`config.mk`:
```
export PLATFORM = sky130hd
export DESIGN_NAME = alu_operand_loader
export DESIGN_NICKNAME = d
export VERILOG_FILES = /design/src/rtl/alu_loader_pkg.sv /design/src/rtl/loader_idle_timer.sv /design/src/rtl/alu_operand_loader.sv
export SDC_FILE = /design/constraint.sdc
export NUM_CORES = 1
export LEC_CHECK = 0
export CAP_MARGIN = 40
export CELL_PAD_IN_SITES_DETAIL_PLACEMENT = 1
export CELL_PAD_IN_SITES_GLOBAL_PLACEMENT = 1
export CORE_MARGIN = 3
export CORE_UTILIZATION = 36
export DETAILED_ROUTE_END_ITERATION = 8
export GPL_TIMING_DRIVEN = 0
export PLACE_DENSITY = 0.84
export REMOVE_ABC_BUFFERS = 1
export SLEW_MARGIN = 25
export SYNTH_ARGS = -nofsm -noshare
export SYNTH_HDL_FRONTEND = slang
export SYNTH_SLANG_ARGS = --single-unit
```
`constraint.sdc`:
```
create_clock -name clk -period 4.79 [get_ports clk]
set_clock_uncertainty 0.05 [all_clocks]
set_input_delay 0.479 -clock clk [delete_from_list [all_inputs] [get_ports clk]]
set_output_delay 0.479 -clock clk [all_outputs]
set_load 0.01 [all_outputs]
```
`src/rtl/alu_loader_pkg.sv`:
```
// alu_loader_pkg: shared state encoding, opcode constants and err bit indices for the ALU operand loader
// Optional feature macro: LOADER_CHK_EN adds the GET_CHK state.
package alu_loader_pkg;
    typedef enum logic [2:0] {
        GET_A,
        GET_B,
        GET_OP,
`ifdef LOADER_CHK_EN
        GET_CHK,
`endif
        ISSUE
    } state_t;
    localparam logic [2:0] OP_ADD  = 3'd0;
    localparam logic [2:0] OP_SUB  = 3'd1;
    localparam logic [2:0] OP_AND  = 3'd2;
    localparam logic [2:0] OP_OR   = 3'd3;
    localparam logic [2:0] OP_XOR  = 3'd4;
    localparam logic [2:0] OP_NAND = 3'd5;
    localparam logic [2:0] OP_NOR  = 3'd6;
    localparam logic [2:0] OP_NOT  = 3'd7;
    localparam int ERR_TMO = 0;
    localparam int ERR_CHK = 1;
endpackage

```
`src/rtl/loader_idle_timer.sv`:
```
// loader_idle_timer: idle-cycle counter between frame bytes
// Ports: clk, rst (sync, active-high), clr (zero the count), cnt_en (count one idle cycle),
//        expired (count has reached TIMEOUT_CYCLES; never set when TIMEOUT_CYCLES is 0).
module loader_idle_timer #(
    parameter int TIMEOUT_CYCLES = 255
) (
    input  logic clk,
    input  logic rst,
    input  logic clr,
    input  logic cnt_en,
    output logic expired
);
    localparam int W = TIMEOUT_CYCLES > 0 ? $clog2(TIMEOUT_CYCLES + 1) : 1;
    logic [W-1:0] cnt;
    assign expired = (TIMEOUT_CYCLES != 0) && (cnt == W'(TIMEOUT_CYCLES));
    always_ff @(posedge clk) begin
        if (rst || clr)
            cnt <= '0;
        else if (cnt_en && !expired)
            cnt <= cnt + 1'b1;
    end
endmodule

```
`src/rtl/alu_operand_loader.sv`:
```
// alu_operand_loader: assembles A, B, OP (and optional CHK) bytes into one registered ALU issue
// Ports: clk, rst (sync, active-high), ena (global hold),
//        in_byte/in_valid/in_ready (byte stream in),
//        a_out/b_out/op_out/issue_valid/issue_ready (issue to ALU),
//        busy (frame in progress or issue pending), err (sticky: bit0 timeout, bit1 checksum).
// Optional feature macro: LOADER_CHK_EN appends a CHK byte (A ^ B ^ OP byte) to each frame.
module alu_operand_loader
    import alu_loader_pkg::*;
#(
    parameter int TIMEOUT_CYCLES = 255
) (
    input  logic       clk,
    input  logic       rst,
    input  logic       ena,
    input  logic [7:0] in_byte,
    input  logic       in_valid,
    output logic       in_ready,
    output logic [7:0] a_out,
    output logic [7:0] b_out,
    output logic [2:0] op_out,
    output logic       issue_valid,
    input  logic       issue_ready,
    output logic       busy,
    output logic [1:0] err
);
    state_t state, nxt;
    logic acc, timed, tmo, expired;
    assign in_ready    = ena && (state != ISSUE);
    assign acc         = in_valid && in_ready;
    assign issue_valid = (state == ISSUE);
    assign busy        = (state != GET_A);
    assign timed       = busy && !issue_valid;
    // a byte landing on the expiry edge wins over the timeout
    assign tmo         = ena && timed && !acc && expired;

`ifdef LOADER_CHK_EN
    logic [7:0] op_byte;
    logic       chk_ok;
    assign chk_ok = (in_byte == (a_out ^ b_out ^ op_byte));
`endif

    loader_idle_timer #(.TIMEOUT_CYCLES(TIMEOUT_CYCLES)) u_timer (
        .clk    (clk),
        .rst    (rst),
        .clr    (ena && (acc || !timed || tmo)),
        .cnt_en (ena && timed && !acc),
        .expired(expired)
    );

    always_comb begin
        nxt = state;
        unique case (state)
            GET_A:   nxt = acc ? GET_B : GET_A;
            GET_B:   nxt = acc ? GET_OP : (tmo ? GET_A : GET_B);
`ifdef LOADER_CHK_EN
            GET_OP:  nxt = acc ? GET_CHK : (tmo ? GET_A : GET_OP);
            GET_CHK: nxt = acc ? (chk_ok ? ISSUE : GET_A) : (tmo ? GET_A : GET_CHK);
`else
            GET_OP:  nxt = acc ? ISSUE : (tmo ? GET_A : GET_OP);
`endif
            ISSUE:   nxt = (ena && issue_ready) ? GET_A : ISSUE;
            default: nxt = GET_A;
        endcase
    end

    always_ff @(posedge clk) begin
        if (rst) begin
            state  <= GET_A;
            a_out  <= '0;
            b_out  <= '0;
            op_out <= '0;
            err    <= '0;
        end else begin
            state <= nxt;
            if (acc && state == GET_A)
                a_out <= in_byte;
            if (acc && state == GET_B)
                b_out <= in_byte;
            if (acc && state == GET_OP)
                op_out <= in_byte[2:0];
            err[ERR_TMO] <= err[ERR_TMO] | tmo;
`ifdef LOADER_CHK_EN
            err[ERR_CHK] <= err[ERR_CHK] | (acc && state == GET_CHK && !chk_ok);
`else
            err[ERR_CHK] <= 1'b0;
`endif
        end
    end

`ifdef LOADER_CHK_EN
    always_ff @(posedge clk) begin
        if (rst)
            op_byte <= '0;
        else if (acc && state == GET_OP)
            op_byte <= in_byte;
    end
`endif
endmodule
```
==> results.json <==
{
  "startpoint_class": "input pin",
  "fp.dieH_um": 66.4,
  "cts_tree": "done",
  "postCtsResizedCells": 0,
  "fillerInstances": 418,
  "critPathCapture": "in_ready",
  "worst-r2r-setup-slack_ps": 2870,
  "synth_top_cells_by_area": "sky130_fd_sc_hd__dfxtp_1, sky130_fd_sc_hd__nand2_1, sky130_fd_sc_hd__a21oi_1",
  "power_leakage_nw": 0.593,
  "ys.warnings.count": 0,
  "slew_headroom": 0.469,
  "routed_wire_length_per_instance_um": 15.0,
  "layout-area-overhead-vs-synth_pct": 33.9,
  "cts-hold-fix-buffers": 0,
  "boundary_pins": 37,
  "yosysTopAreaCellShare": 0.458,
  "h-tree-depth": 2,
  "floorplan.initialDensity": 0.384,
  "critical-path-max-stage-delay_ps": 570,
  "post-cts-setup-buffer-count": 0,
  "ant_nets": 0,
  "synth_top_area_cell": "sky130_fd_sc_hd__dfxtp_1",
  "routed_via_density": 5.17,
  "cts_sinks": 30,
  "ctsLongestPathBuffers": 2,
  "total_via_count_in_the_routed_design": 1282,
  "drv.max_cap_violation_count": 0,
  "core_um2": 3420,
  "cp_cell_sequence": "clkdlybuf4s50_1, nor2b_1, clkdlybuf4s50_1",
  "grt_first_pass_wirelength_um": 6310,
  "critical_path.slowest_cell": "sky130_fd_sc_hd__clkdlybuf4s50_1",
  "port_buffers": 35,
  "clock-root-buffer": "sky130_fd_sc_hd__clkbuf_4",
  "cp.arrival_ps": 1760,
  "post-layout-total-power_mw": 0.473,
  "multiInputGateArea_um2": 668,
  "finalMaxSlewViolations": 0,
  "drt_iter0_markers": 74,
  "hpwlAfterDp_um": 2900,
  "syn-cell-area_um2": 1310,
  "register_area_um2": 601,
  "synth_enable_flop_cells": 0,
  "timing.final.crit_share": 0.478,
  "globalplace.congestion": 0.796,
  "timing.final.setup_violations": 0,
  "insertion_delay_to_the_later_sink_of_the_worst_skew_pair_ps": 310,
  "critical_path.n_buffers_inverters": 2,
  "design.die.area_um2": 4400,
  "first_global_vias": 1333,
  "worst-slew-pin-transition_ps": 794,
  "grt_max_degree": 23,
  "startpoint": "ena",
  "layout.nets": 219,
  "synth_area_per_cell_um2": 8.00,
  "worst-setup-path-type": "in -> out",
  "regToRegEndpoint": "u_timer.cnt[4]$_SDFFE_PP0P_",
  "postSynth.asyncResetShare": 0,
  "worst_setup_path_end_kind": "output port",
  "synth_top_cells_by_count": "sky130_fd_sc_hd__nand2_1, sky130_fd_sc_hd__dfxtp_1, sky130_fd_sc_hd__a21oi_1",
  "cts_inserted_buffers": 5,
  "cpLargestDelayFamily": "buffers and inverters",
  "hp-class": "reg -> reg",
  "diodes": 0,
  "crit_required_ps": 4260,
  "synthDistinctLibCells": 35,
  "max_clock_freq_mhz": 437,
  "yosysMostFrequentCell": "sky130_fd_sc_hd__nand2_1",
  "clkSlewWorstSetupHoldPaths_ps": 90,
  "final_count_of_hold_timing_violations": 0,
  "die_w_um": 66.4,
  "result_of_the_run": "finished, final reports clean",
  "number_of_register_bits_inferred_by_synthesis": 30,
  "drtPass1Iterations": 4,
  "rr_worst_depth": 6,
  "path_depth": 3,
  "drc_errors": 0,
  "antenna_found_initial": 0,
  "yosysSeqAreaShare": 0.458,
  "crit_fanout": 6,
  "overflow": 0,
  "p_per_area_nw_per_um2": 270,
  "ff_to_ff_start": "state[0]$_SDFF_PP0_",
  "synth-main-ff-cell": "sky130_fd_sc_hd__dfxtp_1",
  "core.rowCount": 21,
  "grtUsageTotal": 0.192,
  "drt-total-wl_um": 3720,
  "finalCriticalPeriod_ps": 2290,
  "max-vdd-ir-drop_mv": 0.125,
  "synth_cells": 164,
  "cp_common_cell": "sky130_fd_sc_hd__clkdlybuf4s50_1",
  "drive_gt1_frac": 0.0446,
  "rsz0062_at_grt": "no",
  "fin_setup_tns_ps": 0
}
## stage by stage
step                      std cells  worst slack (ps)  utilization  instance area [µm²]  hold slack (ps)
after CTS                       248              2490        0.514                 1760              410
after floorplan                 159              3080            -                 1290              413
after detailed placement        240              2490        0.496                 1700              399
after global routing            248              2470        0.514                 1760              433
after global placement          240              2520        0.496                 1700              387
final                           248              2500        0.514                 1760              405
## sequential cells by signal (all words and copies together) (netlist names)
| register | flops |
|---|---|
| b_out | 8 |
| u_timer.cnt | 8 |
| op_out | 3 |
| state | 2 |
| a_out | 8 |
| err | 1 |
## per-layer routing
metal	wire (µm)	track usage	up-vias
met5	0	0	-
met4	49	0.0685	0
met3	194	0.0578	4
met2	1940	0.351	35
met1	1540	0.205	605
li1	-	-	638
## final cells by class
cell class                      count  share of cell area
Clock buffer                        7              0.0314
Tap cell                           46              0.0328
Multi-Input combinational cell    124               0.381
Inverter                            5              0.0107
Sequential cell                    30               0.342
Timing Repair Buffer               35               0.200
Clock inverter                      1             0.00285
## worst reg2reg max path, cell delays in order (launching register included)
cell and delay, ps:
sky130_fd_sc_hd__dfxtp_1 370, sky130_fd_sc_hd__inv_1 80, sky130_fd_sc_hd__ha_1 320, sky130_fd_sc_hd__nand2_2 110, sky130_fd_sc_hd__or2_1 270, sky130_fd_sc_hd__or4_1 470, sky130_fd_sc_hd__a21oi_1 190
## power by group
group	internal (mW)	total [mW]	switching [mW]	leakage, nW
Sequential	0.255	0.259	0.00336	0.243
Clock	0.0711	0.157	0.0855	0.0353
Combinational	0.0277	0.0583	0.0306	0.315
## cell families (layout without fill, tap and decap cells)
group	count (synthesis)	after routing	synth area share
and+or+nand+nor	81	81	0.293
AOI/OAI and AO/OA	35	35	0.152
DFF	30	30	0.458
buffers and inverters	10	48	0.0324
adders and majority gates	5	5	0.0477
other	1	1	0.00286
xor gates and xnor gates	1	1	0.00668
muxes	1	1	0.00763
## cell usage in the layout (no fill, tap or decap), types with 2 or more instances in the layout
cell type / n
sky130_fd_sc_hd__ha_1: 5
sky130_fd_sc_hd__a31oi_1: 2
sky130_fd_sc_hd__clkbuf_4: 5
sky130_fd_sc_hd__nand3_1: 7
sky130_fd_sc_hd__nor4_1: 2
sky130_fd_sc_hd__and3_1: 2
sky130_fd_sc_hd__or4_1: 2
sky130_fd_sc_hd__o21ai_0: 2
sky130_fd_sc_hd__nor2b_1: 4
sky130_fd_sc_hd__nand2_1: 44
sky130_fd_sc_hd__nand4_1: 3
sky130_fd_sc_hd__a211oi_1: 3
sky130_fd_sc_hd__o31ai_1: 2
sky130_fd_sc_hd__nor3_1: 2
sky130_fd_sc_hd__clkdlybuf4s50_1: 35
sky130_fd_sc_hd__nor2_1: 6
sky130_fd_sc_hd__dfxtp_1: 30
sky130_fd_sc_hd__a21oi_1: 23
sky130_fd_sc_hd__inv_1: 5
## worst min-delay path by stage
stage,startpoint,to,slack [ps],depth (start not counted)
final,err[0]$_SDFF_PP0_,err[0]$_SDFF_PP0_,410,2
after detailed placement,a_out[4]$_SDFFE_PP0P_,a_out[4]$_SDFFE_PP0P_,400,2
after floorplan,err[0]$_SDFF_PP0_,err[0]$_SDFF_PP0_,410,2
after global placement,err[0]$_SDFF_PP0_,err[0]$_SDFF_PP0_,390,2
after CTS,a_out[4]$_SDFFE_PP0P_,a_out[4]$_SDFFE_PP0P_,410,2
after global routing,a_out[4]$_SDFFE_PP0P_,a_out[4]$_SDFFE_PP0P_,430,2
Note: power is estimated with default switching activity, not from simulation.
